===== src/rtl/calc_seq_ctrl_pkg.sv =====
`default_nettype none
// ============================================================================
// Module   : calc_pkg
// Brief    : State encodings, operator codes and helpers for calc_seq_ctrl.
// Revision : 1.0 - initial release
// ============================================================================
package calc_pkg;

    localparam int NDIG_DEFAULT = 4;

    typedef enum logic [2:0] {
        S_N1   = 3'd0,
        S_OP   = 3'd1,
        S_N2   = 3'd2,
        S_CALC = 3'd3,
        S_RES  = 3'd4,
        S_ERR  = 3'd5
    } state_t;

    localparam logic [1:0] OP_ADD = 2'd0;
    localparam logic [1:0] OP_SUB = 2'd1;
    localparam logic [1:0] OP_MUL = 2'd2;
    localparam logic [1:0] OP_DIV = 2'd3;

    function automatic logic is_bcd_digit(input logic [3:0] d);
        return d <= 4'd9;
    endfunction

endpackage
`default_nettype wire


===== src/rtl/calc_seq_ctrl_if.sv =====
`default_nettype none
// ============================================================================
// Module   : calc_seq_if
// Brief    : Sequencer <-> ALU request/acknowledge bus with operands.
// Revision : 1.0 - initial release
// ============================================================================
interface calc_seq_if
    import calc_pkg::*;
#(
    parameter int NDIG = NDIG_DEFAULT,
    parameter int OPW  = 2
);
    logic                alu_req;
    logic [4*NDIG-1:0]   num1_bcd;
    logic [4*NDIG-1:0]   num2_bcd;
    logic [OPW-1:0]      operation;
    logic [4*NDIG-1:0]   alu_result;
    logic                alu_ack;
    logic                alu_err;

    modport master (
        output alu_req, num1_bcd, num2_bcd, operation,
        input  alu_result, alu_ack, alu_err
    );

    modport slave (
        input  alu_req, num1_bcd, num2_bcd, operation,
        output alu_result, alu_ack, alu_err
    );
endinterface
`default_nettype wire


===== src/rtl/calc_seq_ctrl_entry.sv =====
`default_nettype none
// ============================================================================
// Module   : bcd_entry_reg
// Brief    : BCD digit shift register with digit counter, load, clear,
//            overflow strobe and backspace (backspace used with CALC_BACKSPACE_EN).
// Revision : 1.0 - initial release
// ============================================================================
module bcd_entry_reg #(
    parameter int NDIG = 4
) (
    input  logic              clk,
    input  logic              rst,
    input  logic              i_clr,
    input  logic              i_load_val,
    input  logic              i_load_dig,
    input  logic              i_del,
    input  logic              i_shift,
    input  logic [3:0]        i_din,
    input  logic [4*NDIG-1:0] i_val,
    output logic [4*NDIG-1:0] o_q,
    output logic [4*NDIG-1:0] o_q_nxt,
    output logic              o_ovf
);
    localparam int W    = 4 * NDIG;
    localparam int CW   = $clog2(NDIG + 1);
    localparam logic [CW-1:0] c_full = CW'(NDIG);
    localparam logic [CW-1:0] c_one  = CW'(1);

    logic [W-1:0]  r_q;
    logic [W-1:0]  w_q_nxt;
    logic [CW-1:0] r_cnt;
    logic [CW-1:0] w_cnt_nxt;
    logic          w_ovf;

    always_comb begin
        w_q_nxt   = r_q;
        w_cnt_nxt = r_cnt;
        w_ovf     = 1'b0;
        if (i_clr) begin
            w_q_nxt   = '0;
            w_cnt_nxt = '0;
        end else if (i_load_val) begin
            w_q_nxt   = i_val;
            w_cnt_nxt = c_full;
        end else if (i_load_dig) begin
            w_q_nxt   = {{(W-4){1'b0}}, i_din};
            w_cnt_nxt = c_one;
        end else if (i_del) begin
            if (r_cnt != '0) begin
                w_q_nxt   = {4'h0, r_q[W-1:4]};
                w_cnt_nxt = r_cnt - c_one;
            end
        end else if (i_shift) begin
            // A full register keeps its contents; the extra digit is dropped.
            if (r_cnt == c_full) begin
                w_ovf = 1'b1;
            end else begin
                w_q_nxt   = {r_q[W-5:0], i_din};
                w_cnt_nxt = r_cnt + c_one;
            end
        end
    end

    always_ff @(posedge clk or negedge rst) begin
        if (!rst) begin
            r_q   <= '0;
            r_cnt <= '0;
        end else begin
            r_q   <= w_q_nxt;
            r_cnt <= w_cnt_nxt;
        end
    end

    assign o_q     = r_q;
    assign o_q_nxt = w_q_nxt;
    assign o_ovf   = w_ovf;
endmodule
`default_nettype wire


===== src/rtl/calc_seq_ctrl.sv =====
`default_nettype none
// ============================================================================
// Module   : calc_seq_ctrl
// Brief    : Calculator entry sequencer: operand/operator capture, ALU
//            req/ack, chaining, repeat-equals. Option: CALC_BACKSPACE_EN.
// Revision : 1.0 - initial release
// ============================================================================
module calc_seq_ctrl
    import calc_pkg::*;
#(
    parameter int NDIG = NDIG_DEFAULT,
    parameter int OPW  = 2
) (
    input  logic              clk,
    input  logic              rst,
    input  logic              is_num,
    input  logic              is_op,
    input  logic              is_eq,
    input  logic              is_clr,
`ifdef CALC_BACKSPACE_EN
    input  logic              is_del,
`endif
    input  logic [3:0]        num_val,
    input  logic [OPW-1:0]    op_val,
    calc_seq_if.master        alu,
    output logic [4*NDIG-1:0] disp_bcd,
    output logic [2:0]        curr_state,
    output logic              digit_ovf,
    output logic              err
);
    localparam int W = 4 * NDIG;

    state_t         r_state, w_state_nxt;
    logic [OPW-1:0] r_op, w_op_nxt;
    logic [OPW-1:0] r_pend, w_pend_nxt;
    logic           r_chain, w_chain_nxt;
    logic           r_req, r_err, r_ovf;
    logic [W-1:0]   r_disp;

    logic w_clr, w_del, w_eq, w_opev, w_num;
    logic w_n1_clr, w_n1_lval, w_n1_ldig, w_n1_del, w_n1_shift;
    logic w_n2_clr, w_n2_ldig, w_n2_del, w_n2_shift;
    logic [W-1:0] w_n1_q, w_n1_nxt, w_n2_q, w_n2_nxt;
    logic w_n1_ovf, w_n2_ovf;

`ifdef CALC_BACKSPACE_EN
    assign w_del = is_del & ~is_clr;
`else
    assign w_del = 1'b0;
`endif
    // Coincident events resolve as clr > del > eq > op > num.
    assign w_clr  = is_clr;
    assign w_eq   = is_eq & ~w_clr & ~w_del;
    assign w_opev = is_op & ~w_clr & ~w_del & ~is_eq;
    assign w_num  = is_num & is_bcd_digit(num_val) & ~w_clr & ~w_del & ~is_eq & ~is_op;

    always_comb begin
        w_state_nxt = r_state;
        w_op_nxt    = r_op;
        w_pend_nxt  = r_pend;
        w_chain_nxt = r_chain;
        w_n1_clr    = 1'b0;
        w_n1_lval   = 1'b0;
        w_n1_ldig   = 1'b0;
        w_n1_del    = 1'b0;
        w_n1_shift  = 1'b0;
        w_n2_clr    = 1'b0;
        w_n2_ldig   = 1'b0;
        w_n2_del    = 1'b0;
        w_n2_shift  = 1'b0;
        if (w_clr) begin
            w_state_nxt = S_N1;
            w_op_nxt    = OPW'(OP_ADD);
            w_pend_nxt  = '0;
            w_chain_nxt = 1'b0;
            w_n1_clr    = 1'b1;
            w_n2_clr    = 1'b1;
        end else begin
            case (r_state)
                S_N1: begin
                    w_n1_del   = w_del;
                    w_n1_shift = w_num;
                    if (w_opev) begin
                        w_op_nxt    = op_val;
                        w_state_nxt = S_OP;
                    end
                end
                S_OP: begin
                    if (w_opev) begin
                        w_op_nxt = op_val;
                    end else if (w_num) begin
                        w_n2_ldig   = 1'b1;
                        w_state_nxt = S_N2;
                    end
                end
                S_N2: begin
                    w_n2_del   = w_del;
                    w_n2_shift = w_num;
                    if (w_eq) begin
                        w_chain_nxt = 1'b0;
                        w_state_nxt = S_CALC;
                    end else if (w_opev) begin
                        w_pend_nxt  = op_val;
                        w_chain_nxt = 1'b1;
                        w_state_nxt = S_CALC;
                    end
                end
                S_CALC: begin
                    if (alu.alu_ack) begin
                        if (alu.alu_err) begin
                            w_state_nxt = S_ERR;
                        end else begin
                            w_n1_lval = 1'b1;
                            if (r_chain) begin
                                w_op_nxt    = r_pend;
                                w_state_nxt = S_OP;
                            end else begin
                                w_state_nxt = S_RES;
                            end
                        end
                    end
                end
                S_RES: begin
                    if (w_eq) begin
                        w_chain_nxt = 1'b0;
                        w_state_nxt = S_CALC;
                    end else if (w_opev) begin
                        w_op_nxt    = op_val;
                        w_state_nxt = S_OP;
                    end else if (w_num) begin
                        w_n1_ldig   = 1'b1;
                        w_n2_clr    = 1'b1;
                        w_state_nxt = S_N1;
                    end
                end
                S_ERR: begin
                    w_state_nxt = S_ERR;
                end
                default: begin
                    w_state_nxt = S_N1;
                end
            endcase
        end
    end

    bcd_entry_reg #(.NDIG(NDIG)) u_num1 (
        .clk        (clk),
        .rst        (rst),
        .i_clr      (w_n1_clr),
        .i_load_val (w_n1_lval),
        .i_load_dig (w_n1_ldig),
        .i_del      (w_n1_del),
        .i_shift    (w_n1_shift),
        .i_din      (num_val),
        .i_val      (alu.alu_result),
        .o_q        (w_n1_q),
        .o_q_nxt    (w_n1_nxt),
        .o_ovf      (w_n1_ovf)
    );

    bcd_entry_reg #(.NDIG(NDIG)) u_num2 (
        .clk        (clk),
        .rst        (rst),
        .i_clr      (w_n2_clr),
        .i_load_val (1'b0),
        .i_load_dig (w_n2_ldig),
        .i_del      (w_n2_del),
        .i_shift    (w_n2_shift),
        .i_din      (num_val),
        .i_val      ('0),
        .o_q        (w_n2_q),
        .o_q_nxt    (w_n2_nxt),
        .o_ovf      (w_n2_ovf)
    );

    // Status outputs are derived from next-state values so they align with r_state.
    always_ff @(posedge clk or negedge rst) begin
        if (!rst) begin
            r_state <= S_N1;
            r_op    <= '0;
            r_pend  <= '0;
            r_chain <= 1'b0;
            r_req   <= 1'b0;
            r_err   <= 1'b0;
            r_ovf   <= 1'b0;
            r_disp  <= '0;
        end else begin
            r_state <= w_state_nxt;
            r_op    <= w_op_nxt;
            r_pend  <= w_pend_nxt;
            r_chain <= w_chain_nxt;
            r_req   <= (w_state_nxt == S_CALC);
            r_err   <= (w_state_nxt == S_ERR);
            r_ovf   <= w_n1_ovf | w_n2_ovf;
            r_disp  <= (w_state_nxt == S_N2) ? w_n2_nxt : w_n1_nxt;
        end
    end

    assign alu.alu_req   = r_req;
    assign alu.num1_bcd  = w_n1_q;
    assign alu.num2_bcd  = w_n2_q;
    assign alu.operation = r_op;
    assign disp_bcd      = r_disp;
    assign curr_state    = r_state;
    assign digit_ovf     = r_ovf;
    assign err           = r_err;
endmodule
`default_nettype wire


===== src/flat_wrapper.sv =====
// flat-port wrapper written by rule: the top's interface ports become plain ports
module calc_seq_ctrl_flat import calc_pkg::*;
#(
    parameter int NDIG = NDIG_DEFAULT,
    parameter int OPW  = 2
)
  (clk, rst, is_num, is_op, is_eq, is_clr, num_val, op_val, disp_bcd, curr_state, digit_ovf, err, alu_alu_req, alu_num1_bcd, alu_num2_bcd, alu_operation, alu_alu_result, alu_alu_ack, alu_alu_err);
  calc_seq_if #(.NDIG(NDIG), .OPW(OPW)) alu_i ();
  input  logic clk;
  input  logic rst;
  input  logic is_num;
  input  logic is_op;
  input  logic is_eq;
  input  logic is_clr;
  input  logic [3:0] num_val;
  input  logic [OPW-1:0] op_val;
  output logic [4*NDIG-1:0] disp_bcd;
  output logic [2:0] curr_state;
  output logic digit_ovf;
  output logic err;
  output wire logic [$bits(alu_i.alu_req)-1:0] alu_alu_req;
  output wire logic [$bits(alu_i.num1_bcd)-1:0] alu_num1_bcd;
  output wire logic [$bits(alu_i.num2_bcd)-1:0] alu_num2_bcd;
  output wire logic [$bits(alu_i.operation)-1:0] alu_operation;
  input wire logic [$bits(alu_i.alu_result)-1:0] alu_alu_result;
  input wire logic [$bits(alu_i.alu_ack)-1:0] alu_alu_ack;
  input wire logic [$bits(alu_i.alu_err)-1:0] alu_alu_err;
  assign alu_alu_req = alu_i.alu_req;
  assign alu_num1_bcd = alu_i.num1_bcd;
  assign alu_num2_bcd = alu_i.num2_bcd;
  assign alu_operation = alu_i.operation;
  assign alu_i.alu_result = alu_alu_result;
  assign alu_i.alu_ack = alu_alu_ack;
  assign alu_i.alu_err = alu_alu_err;
  calc_seq_ctrl #(.NDIG(NDIG), .OPW(OPW)) u_core (.clk(clk), .rst(rst), .is_num(is_num), .is_op(is_op), .is_eq(is_eq), .is_clr(is_clr), .num_val(num_val), .op_val(op_val), .alu(alu_i), .disp_bcd(disp_bcd), .curr_state(curr_state), .digit_ovf(digit_ovf), .err(err));
endmodule

===== config.mk =====
export PLATFORM = sky130hd
export DESIGN_NAME = calc_seq_ctrl_flat
export DESIGN_NICKNAME = d
export VERILOG_FILES = /design/src/rtl/calc_seq_ctrl_pkg.sv /design/src/rtl/calc_seq_ctrl_if.sv /design/src/rtl/calc_seq_ctrl_entry.sv /design/src/rtl/calc_seq_ctrl.sv /design/src/flat_wrapper.sv
export SDC_FILE = /design/constraint.sdc
export NUM_CORES = 1
export LEC_CHECK = 0
export CORE_MARGIN = 1
export CORE_UTILIZATION = 48
export DETAILED_ROUTE_END_ITERATION = 10
export PLACE_DENSITY_LB_ADDON = 0.15
export SLEW_MARGIN = 10
export SYNTH_ARGS = -nofsm -noshare
export SYNTH_HDL_FRONTEND = slang
export SYNTH_SLANG_ARGS = --single-unit

===== constraint.sdc =====
create_clock -name clk -period 2.5 [get_ports clk]
set_input_delay 0.25 -clock clk [delete_from_list [all_inputs] [get_ports clk]]
set_output_delay 0.25 -clock clk [all_outputs]
set_load 0.05 [all_outputs]

=== After elaboration in Yosys (flattened, before gate mapping) ===
Cells that the tools add are included.

* Register bits: 65
* Input port bits: 30
* Output and inout port bits: 56
* Logic and storage cells: 132

* $add $sub $neg: 2
* Order comparisons: 1
* Equal/unequal tests: 19
* Multiplexer cells: 74
* Bitwise operators: 11
* Reductions and logical operators: 13

{| class="wikitable"
|+ Operators with widths
! kind !! number
|-
| 16-bit 2-to-1 mux || 10
|-
| 3-bit 2-to-1 mux || 21
|-
| 1-bit 2-to-1 mux || 30
|-
| 2-bit 2-to-1 mux || 10
|-
| 3-bit case mux with 6 select lines || 1
|-
| 3-bit == test (second input constant) || 5
|-
| 3-bit by 2-bit == test with 1-bit output (second input constant) || 4
|-
| 3-bit != test (second input constant) || 4
|-
| 4-bit nonzero test || 2
|-
| 1-bit bitwise AND || 7
|-
| 3-bit by 1-bit adder with 3-bit output (second input constant) || 2
|-
| 3-bit by 2-bit != test with 1-bit output (second input constant) || 2
|-
| 2-bit case mux with 3 select lines || 1
|-
| 3-bit AND reduction || 2
|-
| 3-bit nonzero test || 2
|-
| 5-bit AND reduction || 1
|-
| 4-bit <= comparator (second input constant) || 1
|-
| 4-bit by 2-bit != test with 1-bit output (second input constant) || 1
|-
| 4-bit != test (second input constant) || 1
|-
| 2-bit AND reduction || 2
|-
| 2-bit nonzero test || 2
|-
| 3-bit by 1-bit == test with 1-bit output (second input constant) || 1
|-
| 3-bit logical NOT || 1
|-
| 1-bit inverter || 3
|-
| 4 further kinds || 4
|}

=== Logic depth before layout (Yosys ltp) ===
* Depth in word-level cells: 14
* Gate-level depth with buffers: 8
* Mapped depth without buffers: 7

=== Hierarchy ===
A second synthesis with hierarchy kept.

* Cell total of the unflattened synthesis: 363
* Area, all modules: 3902.5 µm²

{| class="wikitable"
|+ By module, submodules not included
! module !! instances !! cells an instance !! area an instance (µm²) !! seq. area each (µm²)
|-
| bcd_entry_reg || 2 || 124 || 1258.7 || 475.5
|-
| calc_seq_ctrl || 1 || 115 || 1385.1 || 675.6
|}

=== Worst setup path after synthesis ===
OpenSTA, ideal clock, no wires.

* Path type: register to register
* Start: register u_core.r_state[2] (netlist: u_core.curr_state[2])
* End: register u_core.r_disp[5] (netlist: u_core.disp_bcd[5])
* Setup time: 125 ps
* Arrival time: 2223 ps
* Required time: 2375 ps
* Setup slack: 153 ps
* Stages on the path, launching flop included: 9
* Path buffers: 3
* Clock period less this slack: 2347 ps
* Cell sequence: dfrtp_1 > buf_2 > or3b_1 > buf_2 > o21ai_4 > a21oi_2 > buf_6 > a221o_1 > mux2_2

* Word-level cells in the longest chain between the ends: 8
* Elaborated cells on any way between the ends: 37
* Classes of those cells: eq/ne (6); mux (30); reduce/logical (1)

{| class="wikitable"
|+ RTL lines
! item !! RTL line !! RTL
|-
| start: declaration || calc_seq_ctrl.sv:33 || <nowiki>state_t r_state, w_state_nxt;</nowiki>
|-
| start signal: assignment || calc_seq_ctrl.sv:188 || <nowiki>r_state <= w_state_nxt;</nowiki>
|-
| 3-bit logical NOT || calc_seq_ctrl.sv:79 || <nowiki>case (r_state)</nowiki>
|-
| 1-bit 2-to-1 mux || calc_seq_ctrl.sv:79 ||
|-
| 1-bit 2-to-1 mux || calc_seq_ctrl.sv:71 || <nowiki>if (w_clr) begin</nowiki>
|-
| 16-bit 2-to-1 mux || calc_seq_ctrl_entry.sv:53 || <nowiki>end else if (i_shift) begin</nowiki>
|-
| 16-bit 2-to-1 mux || calc_seq_ctrl_entry.sv:45 || <nowiki>end else if (i_load_dig) begin</nowiki>
|-
| 16-bit 2-to-1 mux * || calc_seq_ctrl_entry.sv:42 || <nowiki>end else if (i_load_val) begin</nowiki>
|-
| 16-bit 2-to-1 mux * || calc_seq_ctrl_entry.sv:39 || <nowiki>if (i_clr) begin</nowiki>
|-
| net u_core.u_num1.o_q_nxt[5] || calc_seq_ctrl_entry.sv:21 || <nowiki>output logic [4*NDIG-1:0] o_q_nxt,</nowiki>
|-
| 16-bit 2-to-1 mux * || calc_seq_ctrl.sv:195 || <nowiki>r_disp <= (w_state_nxt == S_N2) ? w_n2_nxt : w_n1_nxt;</nowiki>
|-
| end signal: assignment || calc_seq_ctrl.sv:195 ||
|-
| end: declaration || calc_seq_ctrl.sv:38 || <nowiki>logic [W-1:0] r_disp;</nowiki>
|}

The timed path passes the listed nets; every way through them passes the cells marked *.
A chain may end at the register's enable or synchronous reset.

=== Worst setup path in the final report ===
* Start: register u_core.r_state[1] (netlist: u_core.curr_state[1])
* End: register u_core.r_disp[11] (netlist: u_core.disp_bcd[11])

* Elaborated cells on any way between the ends: 37
* Classes of those cells: eq/ne (6); mux (30); reduce/logical (1)

{| class="wikitable"
|+ RTL lines
! item !! RTL line
|-
| 3-bit by 2-bit == test with 1-bit output || calc_seq_ctrl.sv:79
|-
| 1-bit 2-to-1 mux || calc_seq_ctrl.sv:79
|-
| 1-bit 2-to-1 mux || calc_seq_ctrl.sv:71
|-
| 16-bit 2-to-1 mux || calc_seq_ctrl_entry.sv:53
|-
| 16-bit 2-to-1 mux || calc_seq_ctrl_entry.sv:45
|-
| 16-bit 2-to-1 mux * || calc_seq_ctrl_entry.sv:39
|-
| net u_core.u_num2.o_q_nxt[11] || calc_seq_ctrl_entry.sv:21
|-
| 16-bit 2-to-1 mux * || calc_seq_ctrl.sv:195
|}

Marked as above.

==> results.sh <==
export IMPL_grt_pass1_vias=2556
export IMPL_clock_sinks=65
export IMPL_cp_slowest_stage_delay_ns=0.63
export IMPL_ant_nets=0
export IMPL_grt_pass1_wl_mm=13.41
export IMPL_ys_seq_elements=65
export IMPL_top_layer_used="met4"
export IMPL_dpl_worst_slack_ns=-0.02802
export IMPL_finalWorstSetupSlack_ns=0.2140
export IMPL_tightest_slew_ns=0.7623
export IMPL_vias=2556
export IMPL_dr_wl_met3_um=446
export IMPL_final_nets=402
export IMPL_core_area_um2=6350
export IMPL_clk_path_buf_depth=2
export IMPL_placementRows=29
export IMPL_drc_errors=0
export IMPL_fp_dieH_um=83.03
export IMPL_slew_headroom_pct=49.18
export IMPL_arrival_ns=2.57
export IMPL_syn_cell_area_um2=3152
export IMPL_synth_top_area_cell="dfrtp_1"
export IMPL_rr_worst_depth=5
export IMPL_syn_inst=263
export IMPL_hold_path_class="in -> async"
export IMPL_met2WireLength_mm=3.675
export IMPL_maxCapViolations=0
export IMPL_grt_util_all_layers_pct=25.11
export IMPL_syn_num_nets=297
export IMPL_n_antenna_cell=0
export IMPL_crit_slowest_cell="a21oi_2"
export IMPL_crit_type="reg -> reg"
export IMPL_drv_slew=0
export IMPL_max_freq_mhz=437.4
export IMPL_grt_max_degree=36
export IMPL_hpwl_mm=5.712
export IMPL_wl_met1_mm=3.793
export IMPL_hold_viol=0
export IMPL_avgSynthCellArea_um2=11.98
export IMPL_p_leak_nw=1.931
export IMPL_finalClockSkew_ns=0.009164
export IMPL_synth_edf_count=0
export IMPL_htree_num_levels=3
export IMPL_port_buffers=85
export IMPL_overflow=0
export IMPL_antenna_found_initial=0
export IMPL_first_pass_iters=4
export IMPL_path_cells="or3b_1, o211ai_1, a21oi_2, a22o_1, mux2_2"
export IMPL_ys_async_sr_fraction_pct=100.0
export IMPL_period_minus_slack_ns=2.286
export IMPL_post_cts_buffers=0
export IMPL_cts_resized=0
export IMPL_routed_via_density=5.680
export IMPL_period_share_pct=91.44
export IMPL_critPathMaxFanout=13
export IMPL_synth_common_cells="dfrtp_1 (65), a221o_1 (16), and2_1 (16), mux2_2 (16), a21oi_1 (15)"
export IMPL_io_pins=86
export IMPL_p_per_area_nw_per_um2=532.9
export IMPL_path_clk_slew_ns=0.07
export IMPL_critPathCaptureType="register"
export IMPL_dieWidth_um=83.03
export IMPL_p_total_mw=2.374
export IMPL_ys_seq_area_share_pct=51.61
export IMPL_ys_types=53
export IMPL_synthTopCellsByArea="dfrtp_1 (52%), mux2_2 (5.7%), a221o_1 (5.1%)"
export IMPL_drive_gt1_share_pct=20.11
export IMPL_rsz0062_at_grt="no"
export IMPL_cts_buffers=9
export IMPL_post_drt_wl_per_cell_um=17.92
export IMPL_synth_ff_type="dfrtp_1"
export IMPL_startpoint_type="register"
export IMPL_synth_top_area_share_pct=51.61
export IMPL_synth_most_common_cell="dfrtp_1"
export IMPL_fillCellCount=449
export IMPL_clock_latency_ns=0.35
export IMPL_setup_viol=0
export IMPL_routed_wl_mm=8.066
export IMPL_ys_warn_count=0
export IMPL_gp_congestion=0.8864
export IMPL_peakVddDrop_mv=0.4248
export IMPL_syn2layout_area_growth_pct=41.33
export IMPL_cts_tree="yes"
export IMPL_required_ns=2.78
export IMPL_root_buffer="clkbuf_8"
export IMPL_start_util_pct=49.64
export IMPL_dieArea_um2=6894
export IMPL_outcome="finished, final reports clean"
export IMPL_drtIter0Drc=176
cell type report:
type                            instances  area (um2)  area share (%)
Clock buffer                           10       127.6           2.865
Inverter                                9       33.78          0.7584
Timing Repair Buffer                  108        1059           23.76
Clock inverter                          6       113.9           2.556
Multi-Input combinational cell        175        1398           31.38
Sequential cell                        65        1627           36.52
Tap cell                               77       96.34           2.163
critical path, delay by kind of cell (launching register included):
family,cells,cell delay (ns)
AND/OR/NAND/NOR,1,0.40
flip-flops,1,0.56
multiplexers,1,0.17
AO/OA/AOI/OAI,3,1.09
metrics by stage:
| step | utilization, % | cell area [um2] | hold slack [ns] | TNS (ns) | std cells |
|---|---|---|---|---|---|
| 2_1_floorplan | - | 3152 | -0.04559 | 0 | 263 |
| 3_3_place_gp | 66.19 | 4203 | 0.3296 | 0 | 433 |
| 3_5_place_dp | 66.19 | 4203 | 0.3374 | -0.09986 | 433 |
| 4_1_cts | 70.15 | 4454 | 0.4983 | 0 | 450 |
| 5_1_grt | 70.15 | 4454 | 0.5163 | 0 | 450 |
| 6_report | 70.15 | 4454 | 0.4882 | 0 | 450 |
per-layer routing:
metal | vias to the layer above | global-route usage (%)
met5 | - | 0
met4 | 0 | 9.718
met3 | 15 | 5.070
met2 | 82 | 37.63
met1 | 1258 | 36.05
li1 | 1201 | -
worst paths after layout:
path / slack [ns] / startpoint / to
min reg2reg: 0.53 / u_core.r_pend[1] / u_core.r_pend[1]
min: 0.49 / rst / u_core.u_num1.r_cnt[1]
max in group asynchronous: 1.39 / rst / u_core.u_num2.o_q[3]
max reg2reg: 0.21 / u_core.curr_state[1] / u_core.disp_bcd[11]
max: 0.21 / u_core.curr_state[1] / u_core.disp_bcd[11]
min in group clk: 0.50 / op_val[1] / u_core.r_pend[1]
report_power, final:
group	internal (mW)	leakage, nW	switching [mW]	total (mW)
logic	0.0995	0.912	0.118	0.218
registers	1.06	0.906	0.00854	1.07
clock network	0.666	0.113	0.424	1.09
total	1.82	1.93	0.551	2.37
kinds of logic (layout without fill, tap and decap cells):
group	count (synthesis)	in the layout	share of synthesized area [%]
simple gates	77	77	15.72
buf+inv	23	133	4.049
xor+xnor	3	3	0.8338
compound gates	73	73	19.81
flops	65	65	51.61
mux	18	18	6.391
fa+ha+maj	4	4	1.588
layout by cell type, fill, tap and decap left out, drive strengths merged, types with 3 or more instances in the layout:
cell,synthesis,final
nand3,10,10
nor3,6,6
dfrtp,65,65
a2111oi,5,5
a21oi,17,17
clkdlybuf4s50,0,84
clkbuf,3,10
a22o,13,13
xnor2,3,3
o21bai,3,3
mux2,17,17
o21ai,3,3
ha,4,4
and2,16,16
inv,9,10
buf,11,23
or3b,4,4
nand2,13,13
nor2b,5,5
bufinv,0,3
a221o,16,16
o31ai,4,4
and3,3,3
nor2,10,10
flip-flops by register name, indices dropped and copies added (netlist names), 2 cells and up:
register              cells
u_core.u_num2.r_cnt       3
u_core.disp_bcd          16
u_core.r_pend             2
u_core.alu.operation      2
u_core.curr_state         3
u_core.u_num2.o_q        16
u_core.u_num1.o_q        16
u_core.u_num1.r_cnt       3
repair_timing:
| item | in CTS | in global routing |
|---|---|---|
| hold endpoints to repair | 30 | 0 |
| hold buffers | 1 | 0 |
| setup endpoints to repair | 0 | 0 |
Power figures use the tool's default switching activity.
